--- src/rtl/sisc_fetch.sv ---
// SISC instruction fetch: PC, single-outstanding memory read, ir handshake.
// Optional HALTED state for opcode 4'hF enabled by SISC_FETCH_HALT_EN.
module sisc_fetch #(
   parameter int ADDR_W   = 16,
   parameter int RESET_PC = 0,
   parameter int MAX_WAIT = 15
) (
   input  logic              clk,
   input  logic              rst_f,
   output logic              mem_req,
   output logic [ADDR_W-1:0] mem_addr,
   input  logic              mem_ack,
   input  logic [31:0]       mem_rdata,
   input  logic              br_taken,
   input  logic [ADDR_W-1:0] br_target,
   input  logic              stall,
   output logic [31:0]       ir,
   output logic              ir_valid,
   output logic [ADDR_W-1:0] pc,
   output logic              fetch_err
);

   localparam int CW = $clog2(MAX_WAIT + 1);

`ifdef SISC_FETCH_HALT_EN
   typedef enum logic [1:0] {S_REQ, S_DELIV, S_ERR, S_HALT} state_t;
`else
   typedef enum logic [1:0] {S_REQ, S_DELIV, S_ERR} state_t;
`endif

   state_t            state, state_n;
   logic              squash, squash_n;
   logic [CW-1:0]     wcnt, wcnt_n;
   logic              req_n, valid_n, err_n;
   logic [ADDR_W-1:0] addr_n, pc_n;
   logic [31:0]       ir_n;

   always_ff @(posedge clk) begin
      if (rst_f) begin
         state     <= S_REQ;
         pc        <= ADDR_W'(RESET_PC);
         mem_addr  <= ADDR_W'(RESET_PC);
         mem_req   <= 1'b0;
         ir        <= '0;
         ir_valid  <= 1'b0;
         fetch_err <= 1'b0;
         squash    <= 1'b0;
         wcnt      <= '0;
      end else begin
         state     <= state_n;
         pc        <= pc_n;
         mem_addr  <= addr_n;
         mem_req   <= req_n;
         ir        <= ir_n;
         ir_valid  <= valid_n;
         fetch_err <= err_n;
         squash    <= squash_n;
         wcnt      <= wcnt_n;
      end
   end

   always_comb begin
      state_n  = state;
      pc_n     = pc;
      addr_n   = mem_addr;
      req_n    = mem_req;
      ir_n     = ir;
      valid_n  = ir_valid;
      err_n    = fetch_err;
      squash_n = squash;
      wcnt_n   = wcnt;
      unique case (state)
         S_REQ: begin
            if (!mem_req) begin
               // a redirect seen before launch simply launches at the target
               if (br_taken) begin
                  pc_n   = br_target;
                  addr_n = br_target;
               end else begin
                  addr_n = pc;
               end
               req_n  = 1'b1;
               wcnt_n = '0;
            end else if (mem_ack) begin
               req_n    = 1'b0;
               wcnt_n   = '0;
               squash_n = 1'b0;
               if (br_taken) begin
                  pc_n = br_target;
               end else if (!squash) begin
                  ir_n    = mem_rdata;
                  valid_n = 1'b1;
                  pc_n    = pc + ADDR_W'(1);
                  state_n = S_DELIV;
               end
            end else if (wcnt == CW'(MAX_WAIT - 1)) begin
               req_n   = 1'b0;
               err_n   = 1'b1;
               state_n = S_ERR;
            end else begin
               wcnt_n = wcnt + CW'(1);
               if (br_taken) begin
                  pc_n     = br_target;
                  squash_n = 1'b1;
               end
            end
         end
         S_DELIV: begin
            if (br_taken) begin
               valid_n = 1'b0;
               pc_n    = br_target;
               state_n = S_REQ;
            end else if (!stall) begin
               valid_n = 1'b0;
               state_n = S_REQ;
`ifdef SISC_FETCH_HALT_EN
               if (ir[31:28] == 4'hF)
                  state_n = S_HALT;
`endif
            end
         end
         S_ERR: begin
            req_n   = 1'b0;
            valid_n = 1'b0;
            err_n   = 1'b1;
         end
`ifdef SISC_FETCH_HALT_EN
         S_HALT: begin
            req_n   = 1'b0;
            valid_n = 1'b0;
         end
`endif
         default: begin
            req_n   = 1'b0;
            valid_n = 1'b0;
            err_n   = 1'b1;
            state_n = S_ERR;
         end
      endcase
   end

endmodule
--- config.mk ---
export PLATFORM = sky130hd
export DESIGN_NAME = sisc_fetch
export DESIGN_NICKNAME = d
export VERILOG_FILES = /design/src/rtl/sisc_fetch.sv
export SDC_FILE = /design/constraint.sdc
export NUM_CORES = 1
export LEC_CHECK = 0
export BUFFER_PORTS_ARGS = -buffer_cell sky130_fd_sc_hd__buf_2
export CAP_MARGIN = 20
export CORE_MARGIN = 1
export CORE_UTILIZATION = 30
export CTS_CLUSTER_DIAMETER = 120
export DETAILED_ROUTE_END_ITERATION = 8
export GPL_TIMING_DRIVEN = 0
export SYNTH_ARGS = -nofsm -noshare
export SYNTH_HDL_FRONTEND = slang
export SYNTH_SLANG_ARGS = --single-unit
--- constraint.sdc ---
create_clock -name clk -period 3.8 [get_ports clk]
set_input_delay 0.57 -clock clk [delete_from_list [all_inputs] [get_ports clk]]
set_output_delay 0.57 -clock clk [all_outputs]
set_load 0.03 [all_outputs]
==> results of run 1 <==
==> cells in the final DEF, fill, tap and decap left out, types with 2 or more instances in the layout <==
master and count:
a31oi_1 5, dfxtp_1 74, o21ai_0 17, and2_1 2, ha_1 3, buf_2 128
nor3_2 2, o31ai_1 2, and4_1 3, o32ai_1 3, nand3_1 4, nand2_1 97
a311oi_1 9, a21oi_1 51, clkbuf_16 9, nor3_1 8, nor4_1 3, clkbuf_1 15
nor2_1 33, a211oi_1 7, a32oi_1 2, a22oi_1 3, inv_1 7, nand4_1 6
nand2b_1 6, and3_1 5, nor2b_1 2, clkinvlp_4 2, buf_4 3, a21o_1 2
o22ai_1 3, mux2i_1 7
==> logic make-up (layout without fill, tap and decap cells) <==
family,after synthesis,count (layout),synth area share
simple gates,182,182,0.252
mux,7,7,0.0206
flops,74,74,0.435
compound gates,118,118,0.231
fa+ha+maj,3,3,0.0110
buf+inv,37,171,0.0504
==> registers in the layout (all words and copies together), names as in the netlist <==
name       flops
mem_req        1
fetch_err      1
squash         1
pc            16
wcnt           4
ir            32
state          2
mem_addr      16
ir_valid       1
==> how the worst min path moves through the flow <==
stage,from,cells after the start,endpoint
2_1_floorplan,wcnt[1],2,wcnt[1]
3_5_place_dp,fetch_err,2,fetch_err
4_1_cts,fetch_err,2,fetch_err
5_1_grt,mem_rdata[7],3,ir[7]
3_3_place_gp,fetch_err,2,fetch_err
6_report,fetch_err,2,fetch_err
==> stage by stage <==
stage / utilization / total power [W] / cell area [um^2] / instances
2_1_floorplan: - / 0.00106 / 3400 / 421
3_3_place_gp: 0.381 / 0.00117 / 4170 / 679
5_1_grt: 0.407 / 0.00204 / 4450 / 695
4_1_cts: 0.407 / 0.00197 / 4450 / 695
3_5_place_dp: 0.381 / 0.00117 / 4170 / 679
6_report: 0.407 / 0.00195 / 4450 / 695
==> per-layer routing <==
layer | vias to the layer above | share of wire
met5 | - | 0
met4 | 0 | 0.021
met3 | 14 | 0.065
met2 | 118 | 0.48
met1 | 1639 | 0.44
li1 | 1756 | -
==> synth_stat cells (2+ instances only) <==
cell type / instances
nand2_1: 97
dfxtp_1: 74
a21oi_1: 51
nor2_1: 33
o21ai_0: 17
clkbuf_1: 14
buf_2: 10
a311oi_1: 9
nor3_1: 8
a211oi_1: 7
inv_1: 7
mux2i_1: 7
nand2b_1: 6
nand4_1: 6
a31oi_1: 5
and3_1: 5
nand3_1: 4
a22oi_1: 3
and4_1: 3
buf_4: 3
ha_1: 3
nor4_1: 3
o22ai_1: 3
o32ai_1: 3
a21o_1: 2
a32oi_1: 2
and2_1: 2
nor2b_1: 2
nor3_2: 2
o31ai_1: 2
==> cell type report <==
| cell class | instances | area (um^2) | area share |
|---|---|---|---|
| tap | 140 | 175 | 0.0394 |
| buffer | 29 | 141 | 0.0318 |
| timing repair buffer | 118 | 591 | 0.133 |
| sequential | 74 | 1480 | 0.333 |
| multi-input combinational | 310 | 1750 | 0.393 |
| clock inverter | 5 | 37.5 | 0.00844 |
| inverter | 8 | 30.0 | 0.00675 |
| clock buffer | 11 | 243 | 0.0546 |
==> worst max-delay path, cell delays in order, from the launching register on <==
cell and delay (ps):
dfxtp_1 380, inv_1 60, ha_1 210, and3_1 240, a21oi_4 260, o41a_4 240
buf_6 150, o21ai_0 100, o2bb2ai_1 140
==> power by group <==
group          internal [W]  switching (W)  total, W
clock              0.000462       0.000335  0.000798
sequential         0.000816      0.0000333  0.000849
combinational      0.000100       0.000208  0.000308
total               0.00138       0.000576   0.00195
==> results.txt, run 1 <==
* Worst IR Drop VDD: 0.000228 V
- Synthesis handed over a netlist of 421 instances.
- Max-cap violations in this run came to 0.
* Unrepaired setup endpoints after global routing: no
- For this configuration, the core starts out at a cell density of 0.311.
* P_leak: 1.90 nW
* Setup-failing EPs final: 0
- Proportion of netlist area held by the largest area contributor: 0.435
* Reg2reg setup slack: approximately 1900 ps
* Final worst slack: roughly 1900 ps
* Critical Path Start Type: register
- The cell area that synthesis handed to floorplanning was approximately 0.0034 mm^2.
- Num CTS Buffers: 9
- After synthesis the netlist holds a flip-flop and latch count of 74.
- Among all flip-flop cells after synthesis, the most frequent one is dfxtp_1.
- Iter 0 DRT Violations: between 200 and 300
* End of the critical path: pc[11]
- The die covers about 0.012 mm^2.
- After detailed routing, the number of vias per cell comes to just over 5.
- The longest clock path from root to sink contains 2 buffers.
- Syn Nets: ~480
* Warnings, synthesis: 0
- Routed Antenna Nets: 0
- In this run the tool buffered the top-level ports with roughly 120 buffer cells.
- Measured against its own limit, the worst slew margin works out to 0.597.
* Maximum net fanout on the critical path: 10
- Fin Hold WS: between 400 and 500 ps
- GR Util met3: 0.0500
- Of all cell types, the one taking the most synthesized area is dfxtp_1.
- The number of antenna violations at the first check in global routing was 0.
* Number of global-route vias before repair: between 3k and 4k
- For this run, design rule violations remaining after detail routing come to 0.
- Critical path type: register to register
- At the worst endpoint, the arrival time is about 2100 ps.
- Post-synthesis async set-or-reset flop share: 0
- Tracing the worst setup path back leads to its startpoint at wcnt[0].
- Avg Cell Area, Syn: approximately 8.1 um^2
* Weighted congestion reported at the end of routability-driven placement: between 0.9 and 1
- From left edge to right edge, the die measures about 110 um.
- Wirelength, routed: around 11 mm
* Required arrival time at the worst endpoint: 4020 ps
* Synth cell types: a little under 60
- Entering global routing, the biggest net connects 14 pins.
- Counting the fill cells in the layout gives between 1k and 1.5k.
* Most utilized layer in the global route result: met2
- Count of endpoints failing hold in the final timing report: 0
- In this run the critical register-to-register path is launched from wcnt[0].
- Worst Setup End Kind: register
- Relative to the synthesized area, the layout overhead comes to 30.7%.
- GR Util met2: 0.292
- Setup bufs post-CTS: 0
- Final clock skew: approximately 5.7 ps
- After detailed routing, the average wire length per cell comes to roughly 15 um.
- Prior to clock tree synthesis, the placed netlist has a worst setup slack of 1820 ps.
- The min-delay analysis places its worst path in the category register to register.
- For the worst-skew pair, the clock arrives at the later sink with an insertion delay of around 330 ps.
- Measured along the y axis, the die boundary spans between 100 and 150 um.
* Post-synthesis sequential area ratio: 0.435
- Upper clock frequency limit: 527 MHz
* Net count reported at finish: 606
- The worst register-to-register path has a depth of 8.
* TritonCTS clock tree: yes
- Setup TNS: 0 ps
- The count of final max-slew check failures came to 0.
- Pin slew with the least headroom to its limit: between 600 and 700 ps
- Num Clock Sinks: 74
- In this run, synthesis inferred 0 flip-flops with an integrated enable.
* Total via count in the routed design: 3527
- Number of top-level pins: between 100 and 150
* Hold buffers post-CTS: 0
- Yosys attributes the largest share of cell area to dfxtp_1 44%, nand2_1 11%, a21oi_1 7.5%.
- CTS H-tree lvls: 3
- Row generation in the floorplan step produced 38 rows.
- Post-route fraction of the period consumed by the critical path: 0.499
- Total power density per cell area: ~440 mW/mm^2
* Run status: completed
* Post-CTS clock slew at the launch and capture registers of the worst setup and hold paths: roughly 60 ps
- For this run, the total global-route usage over all layers was measured as 0.186.
* Met1 Usage GRT: 0.241
* Global-route congestion overflow total: 0
* Core box area: around 0.011 mm^2
- Number of gates resized after CTS: 0
- The first TritonRoute pass finished after 5 iterations.
- Destination of the worst register-to-register timing path: pc[11]
* Tmin final: ~1900 ps
* First-pass GRT wire length: 16.9 mm
* Antenna Cells: 0
- Detailed placement ended at an HPWL of a little over 8 mm.
- Master cell of the clock root buffer: clkbuf_16
* Share of post-route cells with drive strength above 1: 0.292
(Power assumes the default switching activity.)
==> run 2: changes to the inputs <==
Clock period 3.8 ns to 1.6 ns, I/O delays scaled along.
==> results.txt, run 2 (synthesis results as in run 1) <==
- Run status: finished, violations left (was completed).
- Failing checks: setup timing
* Pins over their slew limit: 0 (unchanged)
- The floorplan core area was 0.0109 mm^2 (unchanged).
- The capturing element type of the critical path is a register (unchanged).
* Kind of cell adding the most delay to the critical path: compound AO/OA/AOI/OAI gates (unchanged)
* Tmin final: 1680 ps (was 1900 ps)
- Leading cell types in the layout, fill and taps excluded: 125 x buf_2, 96 x nand2_1, 61 x dfxtp_1, 44 x a21oi_1, 31 x nor2_1 (was 128 x buf_2, 97 x nand2_1, 74 x dfxtp_1, 51 x a21oi_1, 33 x nor2_1).
* Most common cell after layout, fill and taps aside: buf_2 (unchanged)
- The largest fanout on the critical path came to 5 (was 10).
- CTS H-tree lvls: 3 (unchanged)
* Number of top-level pins: 120 (unchanged)
* Fill cell count: 1070 (was 1165)
- First-pass GRT wire length: 16.7 mm (was 16.9 mm)
* Number of standard-cell rows in the floorplan: 38 (unchanged)
* Pin slew with the least headroom to its limit: 759 ps (was 603 ps)
* Total buffers and inverters traversed by the critical path: 1 (was 2)
- The register containing the most flip-flops in the final layout is ir (unchanged).
- Slowest Stage Delay on Critical Path: 770 ps (was 380 ps)
- The largest voltage drop on the vdd net is 0.000416 V (was 0.000228 V).
- The clock-pin slew on the worst setup and hold paths was 60 ps (about the same).
- Antenna Cells: 0 (unchanged)
- The number of flip-flops under the largest register name is 32 (unchanged).
* Master cell of the clock root buffer: clkbuf_16 (unchanged)
- Net count reported at finish: 626 (was 606)
- The number of hold violations in the final report is 0 (unchanged).
- Critical path type: register to register (unchanged)
- GRT Overall Usage: 0.185 (was 0.186)
- Maximum number of pins on one net before global-route repair: 12 (was 14)
- The final standard cell count with taps included and fillers excluded is 712 (was 695).
- Initial Utilization: 0.311 (unchanged)
- Unrepaired setup endpoints after global routing: yes (was no)
* Initial antenna violation count: 0 (unchanged)
- The total detailed-routing wirelength is 11.5 mm (was 10.7 mm).
* Required arrival time at the worst endpoint: 1870 ps (was 4020 ps)
* I/O Buffers: 118 (unchanged)
- The number of placed instances with taps included was 679 (unchanged).
- Die Height: 108 um (unchanged)
- Total power density per cell area: 951 mW/mm^2 (was 439 mW/mm^2)
* TritonCTS clock tree: yes (unchanged)
- The total number of clock tree sinks came to 74 (unchanged).
* Global-route congestion overflow total: 0 (unchanged)
- The number of global-route vias before repair is 3309 (was 3255).
- Worst min path class: input port to register (was register to register)
* Cell Chain, Critical Path: clkinvlp_4 -> o41ai_2 -> o21ai_1 -> a21oi_1 (was inv_1 -> ha_1 -> and3_1 -> a21oi_4 -> o41a_4 -> buf_6 -> o21ai_0 -> o2bb2ai_1)
- Arrival time at the worst endpoint: 1940 ps (was 2110 ps)
- Vias per cell: 5.26 (was 5.07)
* Max-slew headroom: 0.489 (was 0.597)
- P_leak: 2.05 nW (was 1.90 nW)
* Upper clock frequency limit: 596 MHz (was 527 MHz)
- Final clock skew: 6.47 ps (was 5.68 ps)
- Overall power of the completed layout: 0.00460 W (was 0.00195 W)
- Share of post-route cells with drive strength above 1: 0.404 (was 0.292)
* Total via count in the routed design: 3747 (was 3527)
- Maximum clock insertion buffer count: 2 (unchanged)
* Number of design rule violations left after detail routing: 0 (unchanged)
- The type of origin of the critical path was a register (unchanged).
- Max-cap violation count: 0 (unchanged)
- The worst path setup slack after routing was -78.8 ps (was 1900 ps).
* Iter 0 DRT Violations: 345 (was 283)
- The cell with the largest stage delay on the worst path was o41ai_2 (was dfxtp_1).
* Floorplan die area: 0.0118 mm^2 (unchanged)
- The half-perimeter wire length after detailed placement is 8.19 mm (was 8.11 mm).
* First-pass iteration count of the detailed router: 5 (unchanged)
- The die extent in x was 108 um (unchanged).
- The portion of the clock cycle consumed by the worst path in the final layout is 1.05 (was 0.499).
- The synthesis-to-layout area growth came to 42.3% (was 30.7%).
- The remaining antenna violation count was 0 (unchanged).
- The end-of-flow core utilization was 0.443 (was 0.407).
- Num CTS Buffers: 9 (unchanged)
* Weighted congestion reported at the end of routability-driven placement: 0.861 (was 0.925)
- Average wire length per cell after detail routing: 16.1 um (was 15.4 um)
- Largest registers: ir x32, mem_addr x16, pc x16 (unchanged)
* Clock Latency Late Sink: 340 ps (was 330 ps)
- The number of endpoints failing setup at the final stage is 7 (was 0).
run 2: final timing paths:
check                                   start         to  slack, ps  cells past startpoint
worst max-delay path                   squash     pc[14]        -80                      4
worst min-delay path            mem_rdata[10]     ir[10]        130                      3
worst max register to register         squash     pc[14]        -80                      4
worst min register to register      fetch_err  fetch_err        440                      2
run 2: worst reg2reg max path: cells and delay by family, from the launching register on:
family                 cells  cell delay (ps)
DFF                        1              370
buffers and inverters      1              160
AOI/OAI and AO/OA          3             1070
run 2: power by group:
| part | internal [W] | total, W | switching, W | leakage, nW |
|---|---|---|---|---|
| logic | 0.000287 | 0.000813 | 0.000526 | 1.32 |
| clock network | 0.00101 | 0.00177 | 0.000752 | 0.123 |
| registers | 0.00194 | 0.00202 | 0.0000845 | 0.611 |
| total | 0.00324 | 0.00460 | 0.00136 | 2.05 |
run 2: final cells by class:
| type | count | area, um^2 | area share |
|---|---|---|---|
| Multi-Input combinational cell | 311 | 1930 | 0.399 |
| Sequential cell | 74 | 1510 | 0.312 |
| Timing Repair Buffer | 140 | 796 | 0.164 |
| Clock buffer | 9 | 225 | 0.0465 |
| Tap cell | 140 | 175 | 0.0362 |
| Buffer | 26 | 149 | 0.0308 |
| Inverter | 8 | 33.8 | 0.00698 |
| Clock inverter | 4 | 22.5 | 0.00465 |
run 2: timing repair:
| item | in CTS | in global routing |
|---|---|---|
| setup buffers | 10 | 11 |
| hold buffers | 0 | 0 |
| cloned | 1 | 1 |
| resized for setup | 20 | 58 |
| endpoints found under the setup margin | 57 | 63 |
| pin swaps | 5 | 14 |
run 2: stage by stage:
stage	hold slack, ps	worst slack [ps]	setup TNS (ps)	instance area (um^2)
2_1_floorplan	376	4.83	0	3420
5_1_grt	148	-79.5	-833	4840
3_5_place_dp	442	-214	-4020	4180
6_report	133	-78.8	-214	4840
4_1_cts	133	-1.33	-1.33	4580
3_3_place_gp	433	-210	-3300	4180
run 2: routing by layer:
metal  track usage  part of all wire  vias up  routed length [um]
met4        0.0820             0.029        0                 333
met2         0.299              0.48      149                5520
met1         0.234              0.43     1764                4980
met5             0                 0        -                   0
met3        0.0410             0.058       33                 662
li1              -                 -     1801                   -
